$ cat src/rtl/raiz_entera_param_if.sv
// Handshake and result bundle for the iterative integer square-root unit.
// The master side issues START/OPERAND/ABORT and watches BUSY/DONE and the
// registered results; the slave side is the root engine itself.
interface raiz_entera_param_if #(
    parameter int WIDTH = 16
);
    logic                 START;
    logic [WIDTH-1:0]     OPERAND;
    logic                 ABORT;
    logic                 BUSY;
    logic                 DONE;
    logic [WIDTH/2-1:0]   ROOT;
    logic [WIDTH/2:0]     REM;
    logic                 EXACT;
    logic                 SAT;

    modport master (
        output START, OPERAND, ABORT,
        input  BUSY, DONE, ROOT, REM, EXACT, SAT
    );

    modport slave (
        input  START, OPERAND, ABORT,
        output BUSY, DONE, ROOT, REM, EXACT, SAT
    );
endinterface

$ cat src/rtl/raiz_entera_param.sv
// Iterative integer square root, one radix-4 restoring step per cycle.
// Handshake: START is sampled only while idle (BUSY low) together with
// OPERAND; BUSY stays high until the result is published; DONE is a single
// cycle pulse coinciding with the first cycle the new ROOT/REM/EXACT/SAT are
// visible. ABORT drops an operation in flight without touching the results.
// fsm_state mirrors the controller state (IDLE=00 ITER=01 FIN=10 DONE=11).
module raiz_entera_param #(
    parameter int WIDTH = 16,
    parameter int ROUND = 0
) (
    input  logic                 CLK,
    input  logic                 RST,
    raiz_entera_param_if.slave   bus,
    output logic [1:0]           fsm_state
);
    localparam int H  = WIDTH / 2;
    localparam int RW = H + 2;
    localparam int CW = (H > 1) ? $clog2(H) : 1;
    localparam logic [CW-1:0] CNT_INIT = CW'(H - 1);

    typedef enum logic [1:0] {
        S_IDLE = 2'b00,
        S_ITER = 2'b01,
        S_FIN  = 2'b10,
        S_DONE = 2'b11
    } state_t;

    state_t          state;
    state_t          state_next;
    logic [WIDTH-1:0] opnd;
    logic [RW-1:0]   r;
    logic [H-1:0]    q;
    logic [CW-1:0]   cnt;

    logic [RW-1:0]   r_shift;
    logic [RW-1:0]   trial;
    logic [RW-1:0]   r_step;
    logic [H-1:0]    q_step;
    logic            round_up;
    logic            sat_fin;
    logic [H-1:0]    root_fin;

    // State register.
    always_ff @(posedge CLK) begin
        if (RST) begin
            state <= S_IDLE;
        end else begin
            state <= state_next;
        end
    end

    // Next-state logic: ABORT only matters while iterating or finishing.
    always_comb begin
        state_next = state;
        case (state)
            S_IDLE: if (bus.START) state_next = S_ITER;
            S_ITER: begin
                if (bus.ABORT)       state_next = S_IDLE;
                else if (cnt == '0)  state_next = S_FIN;
            end
            S_FIN:  state_next = bus.ABORT ? S_IDLE : S_DONE;
            S_DONE: state_next = S_IDLE;
            default: state_next = S_IDLE;
        endcase
    end

    // Controller outputs decoded from the current state.
    always_comb begin
        bus.BUSY  = (state != S_IDLE);
        bus.DONE  = (state == S_DONE);
        fsm_state = state;
    end

    // One restoring step: bring in the next operand bit pair, try q*4+1.
    // The remainder never exceeds 2q, so H+2 bits hold every intermediate.
    always_comb begin
        r_shift = {r[H-1:0], opnd[WIDTH-1 -: 2]};
        trial   = {q, 2'b01};
        if (r_shift >= trial) begin
            r_step = r_shift - trial;
            q_step = {q[H-2:0], 1'b1};
        end else begin
            r_step = r_shift;
            q_step = {q[H-2:0], 1'b0};
        end
    end

    // Final result shaping: round up when the remainder exceeds q, and clamp
    // instead of wrapping when q is already all ones.
    always_comb begin
        round_up = (ROUND != 0) && (r > {2'b00, q});
        sat_fin  = round_up && (&q);
        if (sat_fin) begin
            root_fin = '1;
        end else begin
            root_fin = q + {{(H-1){1'b0}}, round_up};
        end
    end

    // Datapath: operand shifter, working root/remainder, step counter and the
    // published results, which only change on a completed FIN.
    always_ff @(posedge CLK) begin
        if (RST) begin
            opnd      <= '0;
            r         <= '0;
            q         <= '0;
            cnt       <= '0;
            bus.ROOT  <= '0;
            bus.REM   <= '0;
            bus.EXACT <= 1'b0;
            bus.SAT   <= 1'b0;
        end else begin
            case (state)
                S_IDLE: begin
                    if (bus.START) begin
                        opnd <= bus.OPERAND;
                        r    <= '0;
                        q    <= '0;
                        cnt  <= CNT_INIT;
                    end
                end
                S_ITER: begin
                    opnd <= {opnd[WIDTH-3:0], 2'b00};
                    r    <= r_step;
                    q    <= q_step;
                    if (cnt != '0) begin
                        cnt <= cnt - 1'b1;
                    end
                end
                S_FIN: begin
                    if (!bus.ABORT) begin
                        bus.ROOT  <= root_fin;
                        bus.REM   <= r[H:0];
                        bus.EXACT <= (r == '0);
                        bus.SAT   <= sat_fin;
                    end
                end
                default: begin
                end
            endcase
        end
    end
endmodule

$ cat src/flat_wrapper.sv
// flat-port wrapper written by rule: the top's interface ports become plain ports
module raiz_entera_param_flat 
#(
    parameter int WIDTH = 16,
    parameter int ROUND = 0
)
  (CLK, RST, fsm_state, bus_START, bus_OPERAND, bus_ABORT, bus_BUSY, bus_DONE, bus_ROOT, bus_REM, bus_EXACT, bus_SAT);
  raiz_entera_param_if #(.WIDTH(WIDTH)) bus_i ();
  input  logic CLK;
  input  logic RST;
  output logic [1:0] fsm_state;
  input wire logic [$bits(bus_i.START)-1:0] bus_START;
  input wire logic [$bits(bus_i.OPERAND)-1:0] bus_OPERAND;
  input wire logic [$bits(bus_i.ABORT)-1:0] bus_ABORT;
  output wire logic [$bits(bus_i.BUSY)-1:0] bus_BUSY;
  output wire logic [$bits(bus_i.DONE)-1:0] bus_DONE;
  output wire logic [$bits(bus_i.ROOT)-1:0] bus_ROOT;
  output wire logic [$bits(bus_i.REM)-1:0] bus_REM;
  output wire logic [$bits(bus_i.EXACT)-1:0] bus_EXACT;
  output wire logic [$bits(bus_i.SAT)-1:0] bus_SAT;
  assign bus_i.START = bus_START;
  assign bus_i.OPERAND = bus_OPERAND;
  assign bus_i.ABORT = bus_ABORT;
  assign bus_BUSY = bus_i.BUSY;
  assign bus_DONE = bus_i.DONE;
  assign bus_ROOT = bus_i.ROOT;
  assign bus_REM = bus_i.REM;
  assign bus_EXACT = bus_i.EXACT;
  assign bus_SAT = bus_i.SAT;
  raiz_entera_param #(.WIDTH(WIDTH), .ROUND(ROUND)) u_core (.CLK(CLK), .RST(RST), .bus(bus_i), .fsm_state(fsm_state));
endmodule
$ cat config.mk
export PLATFORM = sky130hd
export DESIGN_NAME = raiz_entera_param_flat
export DESIGN_NICKNAME = d
export VERILOG_FILES = /design/src/rtl/raiz_entera_param_if.sv /design/src/rtl/raiz_entera_param.sv /design/src/flat_wrapper.sv
export SDC_FILE = /design/constraint.sdc
export NUM_CORES = 1
export LEC_CHECK = 0
export ABC_AREA = 1
export CAP_MARGIN = 25
export CORE_MARGIN = 1
export CORE_UTILIZATION = 45
export DETAILED_ROUTE_END_ITERATION = 10
export GPL_ROUTABILITY_DRIVEN = 0
export PLACE_DENSITY = 0.68
export SYNTH_ARGS = -nofsm -noshare
export SYNTH_HDL_FRONTEND = slang
export SYNTH_SLANG_ARGS = --single-unit
$ cat constraint.sdc
create_clock -name CLK -period 1.9 [get_ports CLK]
set_input_delay 0.19 -clock CLK [delete_from_list [all_inputs] [get_ports CLK]]
set_output_delay 0.19 -clock CLK [all_outputs]
set_load 0.005 [all_outputs]
=== After elaboration in Yosys (flattened, before gate mapping) ===
Index checks and enable logic that the tools add are counted.

* Order comparisons: 1
* Equality and inequality tests: 6
* Add/sub/neg operators: 2
* Muxes and demuxes: 16
* Bitwise logic cells: 1
* Reductions and logical operators: 10

{| class="wikitable"
|+ Operators with widths
! kind !! number
|-
| $pmux W16 S2 || 1
|-
| $mux W10 || 2
|-
| $pmux W10 S2 || 1
|-
| $mux W16 || 1
|-
| $pmux W8 S2 || 1
|-
| $ge A10 B10 Y1 || 1
|-
| $logic_not A10 Y1 || 1
|-
| $sub A10 B10 Y10 || 1
|-
| $mux W2 || 4
|-
| $mux W8 || 1
|-
| $pmux W2 S4 || 1
|-
| $mux W3 || 2
|-
| $pmux W3 S2 || 1
|-
| $reduce_and A2 Y1 || 3
|-
| $eq A2 B2 Y1 const B || 2
|-
| $reduce_bool A2 Y1 || 2
|-
| $logic_not A3 Y1 || 1
|-
| $ne A3 B2 Y1 const B || 1
|-
| $reduce_and A3 Y1 || 1
|-
| $reduce_bool A3 Y1 || 1
|-
| $sub A3 B1 Y3 const B || 1
|-
| $eq A2 B1 Y1 const B || 1
|-
| $logic_not A2 Y1 || 1
|-
| $ne A2 B1 Y1 const B || 1
|-
| 3 further kinds || 3
|}

* Bits of input ports: 20
* Word-level logic and storage cells: 44
* Bits in registers: 57

=== Longest topological paths before layout ===
* Depth after elaboration: 4
* Mapped depth: 13
* Mapped depth without buffers: 13

=== Worst setup path after synthesis ===
OpenSTA, ideal clock, no wires.

* Kind: register to register
* From: reg u_core.q[2]
* To: reg u_core.r[9]
* Cell stages (with the launch flop): 13
* Arrival: 1.534 ns
* Setup time: 0.132 ns
* Required time: 1.768 ns
* Path buffers: 1
* Setup slack: 0.234 ns
* Cell sequence: dfxtp_1 > inv_1 > ha_1 > nand2_2 > nor2_2 > nand2_1 > nand3_2 > nand2_2 > nand2_2 > buf_6 > nand3_1 > nand2_1 > a21oi_1

* Word-level cells in the longest chain between the ends: 3

{| class="wikitable"
|+ Ends and longest elaborated chain
! element !! RTL line !! RTL
|-
| from (decl) || raiz_entera_param.sv:32 || <nowiki>logic [H-1:0] q;</nowiki>
|-
| from (signal assigned) || raiz_entera_param.sv:125 || <nowiki>q <= q_step;</nowiki>
|-
| $sub A10 B10 Y10 or $ge A10 B10 Y1 (tied branches) || raiz_entera_param.sv:80, raiz_entera_param.sv:79 ||
|-
| $mux W10 (*) || raiz_entera_param.sv:79 || <nowiki>if (r_shift >= trial) begin</nowiki>
|-
| $pmux W10 S2 (*) || raiz_entera_param.sv:113 || <nowiki>case (state)</nowiki>
|-
| to (signal assigned) || raiz_entera_param.sv:124 || <nowiki>r <= r_step;</nowiki>
|-
| to (decl) || raiz_entera_param.sv:31 || <nowiki>logic [RW-1:0] r;</nowiki>
|}

Every way passes the cells marked *; elsewhere a longest branch is shown, timed or not.
A chain may end at the register's enable or synchronous reset.

=== Final worst setup path ===
* From: reg u_core.r[2]
* To: reg u_core.r[3]

* Word-level cells in the longest chain between the ends: 3

{| class="wikitable"
|+ Ends and longest elaborated chain
! element !! RTL line
|-
| $ge A10 B10 Y1 || raiz_entera_param.sv:79
|-
| $mux W10 || raiz_entera_param.sv:79
|-
| $pmux W10 S2 || raiz_entera_param.sv:113
|}

Every way passes these cells.

==> impl_results.html <==
<table>
<tr><th>Metric</th><th>Value</th></tr>
<tr><th colspan="2">Cells and area</th></tr>
<tr><td>Ratio of cells with drive above 1 in the final layout</td><td>0.117</td></tr>
<tr><td>Fill count</td><td>562</td></tr>
<tr><td>Final cell count without fillers</td><td>535</td></tr>
<tr><td>Combined area of the multi-input logic cells</td><td>1550 um2</td></tr>
<tr><td>Final-stage net count</td><td>487</td></tr>
<tr><td>Final core utilization</td><td>0.617</td></tr>
<tr><td>Sequential cell area</td><td>1140 um2</td></tr>
<tr><td>Post-Layout Inst Area</td><td>3740 um2</td></tr>
<tr><td>Area growth from synthesis to final layout</td><td>29.3%</td></tr>
<tr><td>Inserted Diodes</td><td>0</td></tr>
<tr><th colspan="2">STA</th></tr>
<tr><td>Final number of setup-violating endpoints</td><td>0</td></tr>
<tr><td>Unrepaired setup endpoints after global routing</td><td>true</td></tr>
<tr><td>Transition time at the pin with the least slew margin</td><td>532 ps</td></tr>
<tr><td>Final Hold Vio Count</td><td>0</td></tr>
<tr><td>Number of max-slew violations in the final report</td><td>0</td></tr>
<tr><td>Post-route minimum period</td><td>1780 ps</td></tr>
<tr><td>Worst clock skew</td><td>8.03 ps</td></tr>
<tr><td>Final cycle utilization of the critical path</td><td>0.939</td></tr>
<tr><td>Hold WS</td><td>407 ps</td></tr>
<tr><td>Max Clk Rate</td><td>0.561 GHz</td></tr>
<tr><td>Rel. slew slack</td><td>0.645</td></tr>
<tr><td>Worst-case setup margin in the final layout</td><td>117 ps</td></tr>
<tr><th colspan="2">Floorplan</th></tr>
<tr><td>Die Width</td><td>82.2 um</td></tr>
<tr><td>Standard-cell rows</td><td>28</td></tr>
<tr><td>Top-level port count</td><td>43</td></tr>
<tr><td>Die Ht</td><td>82.2 um</td></tr>
<tr><td>Initial Util</td><td>0.477</td></tr>
<tr><td>DIE AREA</td><td>6760 um2</td></tr>
<tr><td>Standard cell core area</td><td>6060 um2</td></tr>
<tr><th colspan="2">Setup path</th></tr>
<tr><td>CP required</td><td>2110 ps</td></tr>
<tr><td>Kind of critical path</td><td>flop to flop</td></tr>
<tr><td>Critical-path top delay cell</td><td>sky130_fd_sc_hd__dfxtp_1</td></tr>
<tr><td>Endpoint of the most critical register-to-register path</td><td>u_core.r[3]</td></tr>
<tr><td>List of cells traversed by the critical path</td><td>ha_4, nand2_2, nor2_2, nand2_1, nor2_2, nor2_4, clkbuf_2, nand3b_1, nand3_1, a21oi_1</td></tr>
<tr><td>Critical path arrival</td><td>2000 ps</td></tr>
<tr><td>Logic depth of the worst register-to-register path</td><td>10</td></tr>
<tr><td>Critical path capture point type</td><td>flop</td></tr>
<tr><td>Worst reg2reg path startpoint</td><td>u_core.r[2]</td></tr>
<tr><td>Slowest Stage Delay on Critical Path</td><td>510 ps</td></tr>
<tr><td>Reg2reg setup slack</td><td>120 ps</td></tr>
<tr><td>Cell mode on critical path</td><td>sky130_fd_sc_hd__nor2_2</td></tr>
<tr><td>Critical path fanouts, max</td><td>6</td></tr>
<tr><td>Startpoint type of the worst setup path</td><td>flop</td></tr>
<tr><th colspan="2">Yosys</th></tr>
<tr><td>Synthesized area divided by synthesized cell count</td><td>7.11 um2</td></tr>
<tr><td>Distinct cell type count after synthesis</td><td>26</td></tr>
<tr><td>Area contributors post-synth</td><td>sky130_fd_sc_hd__dfxtp_1, sky130_fd_sc_hd__nand2_1, sky130_fd_sc_hd__a211oi_1, sky130_fd_sc_hd__inv_1, sky130_fd_sc_hd__a21oi_1</td></tr>
<tr><td>Cell area after technology mapping</td><td>2890 um2</td></tr>
<tr><td>Net count after synthesis</td><td>439</td></tr>
<tr><td>Top post-synthesis cells by count</td><td>sky130_fd_sc_hd__nand2_1, sky130_fd_sc_hd__dfxtp_1, sky130_fd_sc_hd__inv_1</td></tr>
<tr><td>Share of the synthesized area in the top cell type</td><td>0.394</td></tr>
<tr><td>Post-synthesis cell type with the largest combined area</td><td>sky130_fd_sc_hd__dfxtp_1</td></tr>
<tr><td>Share of flip-flops with an asynchronous set or reset</td><td>0</td></tr>
<tr><td>Most repeated cell in the gate-level netlist after synthesis</td><td>sky130_fd_sc_hd__nand2_1</td></tr>
<tr><td>Cell count after synthesis</td><td>407</td></tr>
<tr><td>Sequential cell area fraction in the yosys report</td><td>0.394</td></tr>
<tr><td>Warnings, synthesis</td><td>0</td></tr>
<tr><td>Number of synthesized register bits</td><td>57</td></tr>
<tr><td>Main flop type after synthesis</td><td>sky130_fd_sc_hd__dfxtp_1</td></tr>
<tr><td>Number of flops mapped to enable cells by yosys</td><td>0</td></tr>
<tr><th colspan="2">Power and ir drop</th></tr>
<tr><td>Worst voltage drop across the vdd grid</td><td>0.000904 V</td></tr>
<tr><td>Pwr dens</td><td>1370 nW/um2</td></tr>
<tr><td>Part of the power in combinational logic</td><td>0.479</td></tr>
<tr><td>Clock Power Share</td><td>0.239</td></tr>
<tr><td>Static power due to leakage</td><td>1.57 nW</td></tr>
<tr><td>Sequential share of power</td><td>0.282</td></tr>
<tr><td>Switching Power</td><td>0.00211 W</td></tr>
<tr><td>Internal power contribution</td><td>0.00303 W</td></tr>
<tr><td>Sw frac</td><td>0.410</td></tr>
<tr><th colspan="2">Global route</th></tr>
<tr><td>Global-route total usage across every layer</td><td>0.221</td></tr>
<tr><td>Via count of the first global-routing pass</td><td>2,416</td></tr>
<tr><td>Pin count of the biggest net entering global routing</td><td>38</td></tr>
<tr><td>Grt total ovfl</td><td>0</td></tr>
<tr><td>Number of antenna violations at the first check in global routing</td><td>0</td></tr>
<tr><td>Global-route wire length before repair</td><td>11,100 um</td></tr>
<tr><th colspan="2">Clock tree</th></tr>
<tr><td>Number of clock sinks seen by CTS</td><td>57</td></tr>
<tr><td>Clock buffer count from CTS</td><td>9</td></tr>
<tr><td>Clock transition at path regs</td><td>70 ps</td></tr>
<tr><td>CTS tree</td><td>yes</td></tr>
<tr><td>Cell at the root of the clock tree</td><td>sky130_fd_sc_hd__clkbuf_8</td></tr>
<tr><td>H-tree depth</td><td>3</td></tr>
<tr><td>Clock latency on the worst-skew pair</td><td>340 ps</td></tr>
<tr><td>Maximum buffer depth of the clock tree</td><td>2</td></tr>
<tr><th colspan="2">Placed design</th></tr>
<tr><td>Dpl cell area</td><td>3410 um2</td></tr>
<tr><td>IO buf count</td><td>41</td></tr>
<tr><td>Post-detailed-placement half-perimeter wirelength</td><td>4900 um</td></tr>
<tr><td>Placed insts</td><td>517</td></tr>
<tr><td>Post-place setup slack</td><td>16.9 ps</td></tr>
<tr><th colspan="2">Detailed routing</th></tr>
<tr><td>Via density</td><td>5.23</td></tr>
<tr><td>First-iteration detailed-routing DRC count</td><td>166</td></tr>
<tr><td>Count of antenna-violating nets left after detailed routing</td><td>0</td></tr>
<tr><td>Detailed Routing Iterations Pass 1</td><td>4</td></tr>
<tr><td>Routed len/inst</td><td>13.6 um</td></tr>
<tr><td>Total wirelength of the detailed-routed design</td><td>7300 um</td></tr>
<tr><td>Vias post-DR</td><td>2,798</td></tr>
<tr><td>Final routed DRC violation total</td><td>0</td></tr>
<tr><th colspan="2">Outcome</th></tr>
<tr><td>Status</td><td>finished clean</td></tr>
<tr><th colspan="2">Worst hold path</th></tr>
<tr><td>Class of the tightest hold or removal check</td><td>input port to flop</td></tr>
<tr><td>Count of cells along the worst hold path</td><td>3</td></tr>
<tr><td>Hold path endpoint</td><td>u_core.opnd[0]</td></tr>
<tr><td>Origin of the worst min-delay path</td><td>bus_OPERAND[0]</td></tr>
<tr><th colspan="2">Job</th></tr>
<tr><td>Max capacitance violation total</td><td>0</td></tr>
</table>
routing by layer:
metal	GRT usage	vias to the layer above	share of wire
li1	-	1419	-
met1	0.277	1306	0.45
met2	0.367	67	0.49
met3	0.0725	6	0.054
met4	0.0509	0	0.0052
met5	0	-	0
sequential cells by signal (all words and copies together) (netlist names):
register,count
u_core.fsm_state,2
u_core.opnd,16
u_core.bus.EXACT,1
u_core.cnt,3
u_core.r,10
u_core.q,8
u_core.bus.REM,9
u_core.bus.ROOT,8
critical path: cells and delay by family, from the launching register on:
kind,cells,cell delay [ps]
AOI/OAI and AO/OA,1,60
buffers and inverters,1,190
and+or+nand+nor,7,630
adders and majority gates,1,270
DFF,1,510
per-stage QoR:
step | power, W | setup TNS [ps]
after floorplan | 0.00314 | 0
after detailed placement | 0.00364 | 0
after global placement | 0.00360 | 0
after CTS | 0.00487 | 0
final | 0.00513 | 0
after global routing | 0.00546 | -5.39
power groups by stage:
stage	combinational (W)	clock (W)	sequential [W]
final	0.00246	0.00123	0.00145
after global routing	0.00271	0.00129	0.00146
after CTS	0.00220	0.00124	0.00143
after detailed placement	0.00218	0	0.00146
after global placement	0.00215	0	0.00145
after floorplan	0.00171	0	0.00143
cells by family after synthesis:
logic type	Yosys count	synth area share
AOI/OAI and AO/OA	88	0.179
xor gates and xnor gates	3	0.00908
adders and majority gates	12	0.0519
buffers and inverters	77	0.109
DFF	57	0.394
other	1	0.00130
and+or+nand+nor	169	0.256
cell type report:
cell class | count | area share
Clock buffer | 12 | 0.0441
Clock inverter | 4 | 0.0134
Inverter | 57 | 0.0572
Multi-Input combinational cell | 273 | 0.414
Sequential cell | 57 | 0.305
Tap cell | 75 | 0.0251
Timing Repair Buffer | 57 | 0.141
layout by cell type (no fill, tap or decap), types with 8 or more instances in the layout:
cell,synthesis,layout
sky130_fd_sc_hd__a211oi_1,28,28
sky130_fd_sc_hd__a21oi_1,36,36
sky130_fd_sc_hd__buf_4,3,15
sky130_fd_sc_hd__clkbuf_8,0,12
sky130_fd_sc_hd__clkdlybuf4s50_1,0,41
sky130_fd_sc_hd__dfxtp_1,57,56
sky130_fd_sc_hd__ha_4,0,8
sky130_fd_sc_hd__inv_1,54,54
sky130_fd_sc_hd__nand2_1,91,91
sky130_fd_sc_hd__nand3_1,18,18
sky130_fd_sc_hd__nand3b_1,8,8
sky130_fd_sc_hd__nor2_1,36,36
sky130_fd_sc_hd__o21ai_0,22,22
how the worst max path moves through the flow:
stage | from | to | slack (ps) | cells after the start
finish | u_core.r[2] | u_core.r[3] | 120 | 10
global route | u_core.q[5] | u_core.r[9] | -5 | 12
CTS | u_core.q[5] | u_core.r[9] | 4 | 12
detailed placement | u_core.q[5] | u_core.r[9] | 20 | 12
global placement | u_core.q[4] | u_core.r[9] | 40 | 12
floorplan | u_core.q[2] | u_core.r[9] | 230 | 12
what timing repair did:
action	4_1_cts	5_1_grt
buffers inserted	0	2
resized for setup	0	12
hold buffers	0	0
endpoints found under the setup margin	0	11
Note: power is estimated with default switching activity, not from simulation.
==> RTL change, RTL diff (same flow settings) <==
Reset style: asynchronous (`RST`), changed in 2 clocked blocks.
--- a/src/rtl/raiz_entera_param.sv
+++ b/src/rtl/raiz_entera_param.sv
@@ -41,7 +41,7 @@
     logic [H-1:0]    root_fin;
 
     // State register.
-    always_ff @(posedge CLK) begin
+    always_ff @(posedge CLK or posedge RST) begin
         if (RST) begin
             state <= S_IDLE;
         end else begin
@@ -99,7 +99,7 @@
 
     // Datapath: operand shifter, working root/remainder, step counter and the
     // published results, which only change on a completed FIN.
-    always_ff @(posedge CLK) begin
+    always_ff @(posedge CLK or posedge RST) begin
         if (RST) begin
             opnd      <= '0;
             r         <= '0;
Behaviour: differs if RST is asserted again (counterexample within 4 cycles, from zero or initial values and one cycle with RST high); with RST held inactive, the same outputs for 10 cycles.
==> RTL change against the original RTL <==
- the run now ends with design-rule violations left
- worst setup slack got worse by 21 ps
- first-iteration DRC count fell by 12%
- clock skew barely moved
- die area rose by 6.8%
- synthesized cell count fell by 7.1%
- area after synthesis rose by 7.0%
- sequential cell count did not move
- cell count fell by 4.5%
- design area rose by 5.2%
- routed wire length fell by 7.0%
- critical path type unchanged
- largest cell class is now sequential cells
- highest routed layer unchanged
Power is not compared: it rests on default switching activity, and its combinational part moved more than twofold at a synthesized area within 25%.
==> RTL change: results (changes against the original RTL) <==
Drt
  • First-pass iteration count of the detailed router: 8 (+4)
  • DRC: 3 (+3)
  • Via count: 2653 (-5.2%)
  • Initial DRC count: 146 (-12%)
  • DR WL/cell: 13.3 microns (-2.6%)

Layout
  • Biggest regs: u_core.opnd: 16 flops, u_core.r: 10 flops, u_core.bus.REM: 9 flops
  • Diode count: 0 (unchanged)
  • Layout cells sized above 1: 13.4% (+1.6 points)
  • Fill count: 582 (+3.6%)
  • Final nets: 461 (-5.3%)

Yosys
  • Syn Nets: 410 (-6.6%)
  • Ys Warns: 0 (unchanged)
  • Top cell type's share of synthesized area: 46.1% (+6.6 points)
  • Adder-Cell Fraction of Synth Area: 4.85% (-0.34 points)
  • Primary FF master, synth: dfrtp_1
  • Post-synth ARST share: 100% (+100 points)
  • XOR/XNOR Fraction of Synth Area: 0.849% (-0.059 points)
  • Mux contribution to synthesized area: 0.364% (+0.36 points)
  • Compound-Gate Fraction of Synth Area: 13.8% (-4.1 points)
  • Synth area leaders: dfrtp_1, nand2_1, inv_1, o21ai_0, ha_1
  • Most frequent cells after synthesis: nand2_1, inv_1, dfrtp_1, o21ai_0, nand3_1
  • Register area share after synthesis: 46.1% (+6.6 points)
  • Yosys cell types: 37 (+42%)

Status
  • Outcome: finished, violations left
  • Failing checks: design-rule violations

GRT
  • Vias in the first global route: 2540 (+5.1%)
  • Largest net degree at the start of global routing: 58 (+53%)
  • GRT Resource Usage Total: 21.0% (-1.2 points)
  • First-pass GRT wire length: 11.7 mm (+5.4%)
  • Antenna violations before repair: 0 (unchanged)

CTS
  • Setup bufs post-CTS: 0 (unchanged)
  • Max Buffers Root-to-Sink: 2 (unchanged)
  • CTS Root Cell: clkbuf_8
  • Clock transition at path regs: 70 ps (about the same)
  • TritonCTS Buffers: 9 (unchanged)
  • # H-tree levels: 3 (unchanged)
  • Clk_lat worst skew: 340 ps (about the same)

Pwr
  • P_leak: 1.92 nW
  • Peak supply drop: 0.775 mV

Worst setup path
  • Crit-path max FO: 10 (+4)

Worst hold path
  • Hold Path Class: primary input to asynchronous set/reset pin

STA
  • Worst-case clock skew: 7.82 ps (-0.210 ps)
  • Setup violators final: 0 (unchanged)
  • Final hold vios: 0 (unchanged)

Placed design
  • Post-detail-place hpwl: 5.03 mm (+2.8%)
  • Port bufs: 41 (unchanged)
-- RTL change: critical path, cell delays in order, from the launching register on --
cell	delay (ps)
dfrtp_1	430
ha_2	390
nand2_2	90
nor2_4	170
nand3_2	80
nand2_2	110
inv_4	80
nand2_8	110
nand2_1	60
nand3_1	80
o21ai_1	70
-- RTL change: cell families (layout without fill, tap and decap cells) --
kind of cell	after synthesis	count (layout)
AO/OA/AOI/OAI	74	74
XOR/XNOR	3	3
adder cells (fa/ha/maj)	12	12
buffers and inverters	79	135
flip-flops	57	57
multiplexers	1	1
other	1	1
AND/OR/NAND/NOR	151	151
-- RTL change: area by class of cell --
| cell class | instances | area, sq um | area share, % |
|---|---|---|---|
| clock inverters | 4 | 97.6 | 2.48 |
| flip-flops and latches | 57 | 1430 | 36.2 |
| well taps | 77 | 96.3 | 2.45 |
| inverters | 67 | 254 | 6.45 |
| multi-input cells | 242 | 1370 | 34.7 |
| repair buffers | 52 | 531 | 13.5 |
| clock buffers | 12 | 165 | 4.20 |
-- RTL change: what timing repair did --
item / CTS / global route
gates resized for setup: 0 / 4
hold buffers: 0 / 0
endpoints found under the setup margin: 0 / 4
-- RTL change: worst paths after layout --
path / startpoint / endpoint / slack (ps) / depth (start not counted)
min in group CLK: bus_ABORT / u_core.fsm_state[1]$_DFFE_PP0P_ / 430 / 2
max in group asynchronous: RST / u_core.opnd[15]$_DFFE_PP0P_ / 1420 / 3
worst max-delay path: u_core.r[7]$_DFFE_PP0P_ / u_core.r[3]$_DFFE_PP0P_ / 100 / 10
worst min register to register: u_core.cnt[0]$_DFFE_PP0P_ / u_core.cnt[0]$_DFFE_PP0P_ / 470 / 1
worst max register to register: u_core.r[7]$_DFFE_PP0P_ / u_core.r[3]$_DFFE_PP0P_ / 100 / 10
worst min-delay path: RST / u_core.bus.ROOT[7]$_DFFE_PP0P_ / 220 / 3
-- RTL change: metal layers --
metal / vias up / wire length, microns / track usage [%]
li1: 1322 / - / -
met1: 1262 / 2990 / 25.2
met2: 59 / 3410 / 35.6
met3: 10 / 237 / 5.25
met4: 0 / 151 / 9.40
met5: - / 0 / 0
-- RTL change: stage by stage --
stage | cells | cell area (sq um) | utilization (%) | setup WS (ps) | total power [mW]
floorplan | 378 | 3100 | - | 296 | 5.65
global placement | 495 | 3660 | 56.3 | 7.57 | 7.02
detailed placement | 495 | 3660 | 56.3 | 14.4 | 7.13
CTS | 511 | 3920 | 60.4 | 15.6 | 8.64
global route | 511 | 3940 | 60.6 | 5.64 | 9.40
finish | 511 | 3940 | 60.6 | 95.6 | 8.61
-- RTL change: power breakdown --
part | internal (mW) | switching, mW | leakage (nW) | total, mW
Sequential | 1.78 | 0.296 | 0.722 | 2.08
Clock | 0.979 | 0.488 | 0.129 | 1.47
Combinational | 2.05 | 3.02 | 1.07 | 5.07
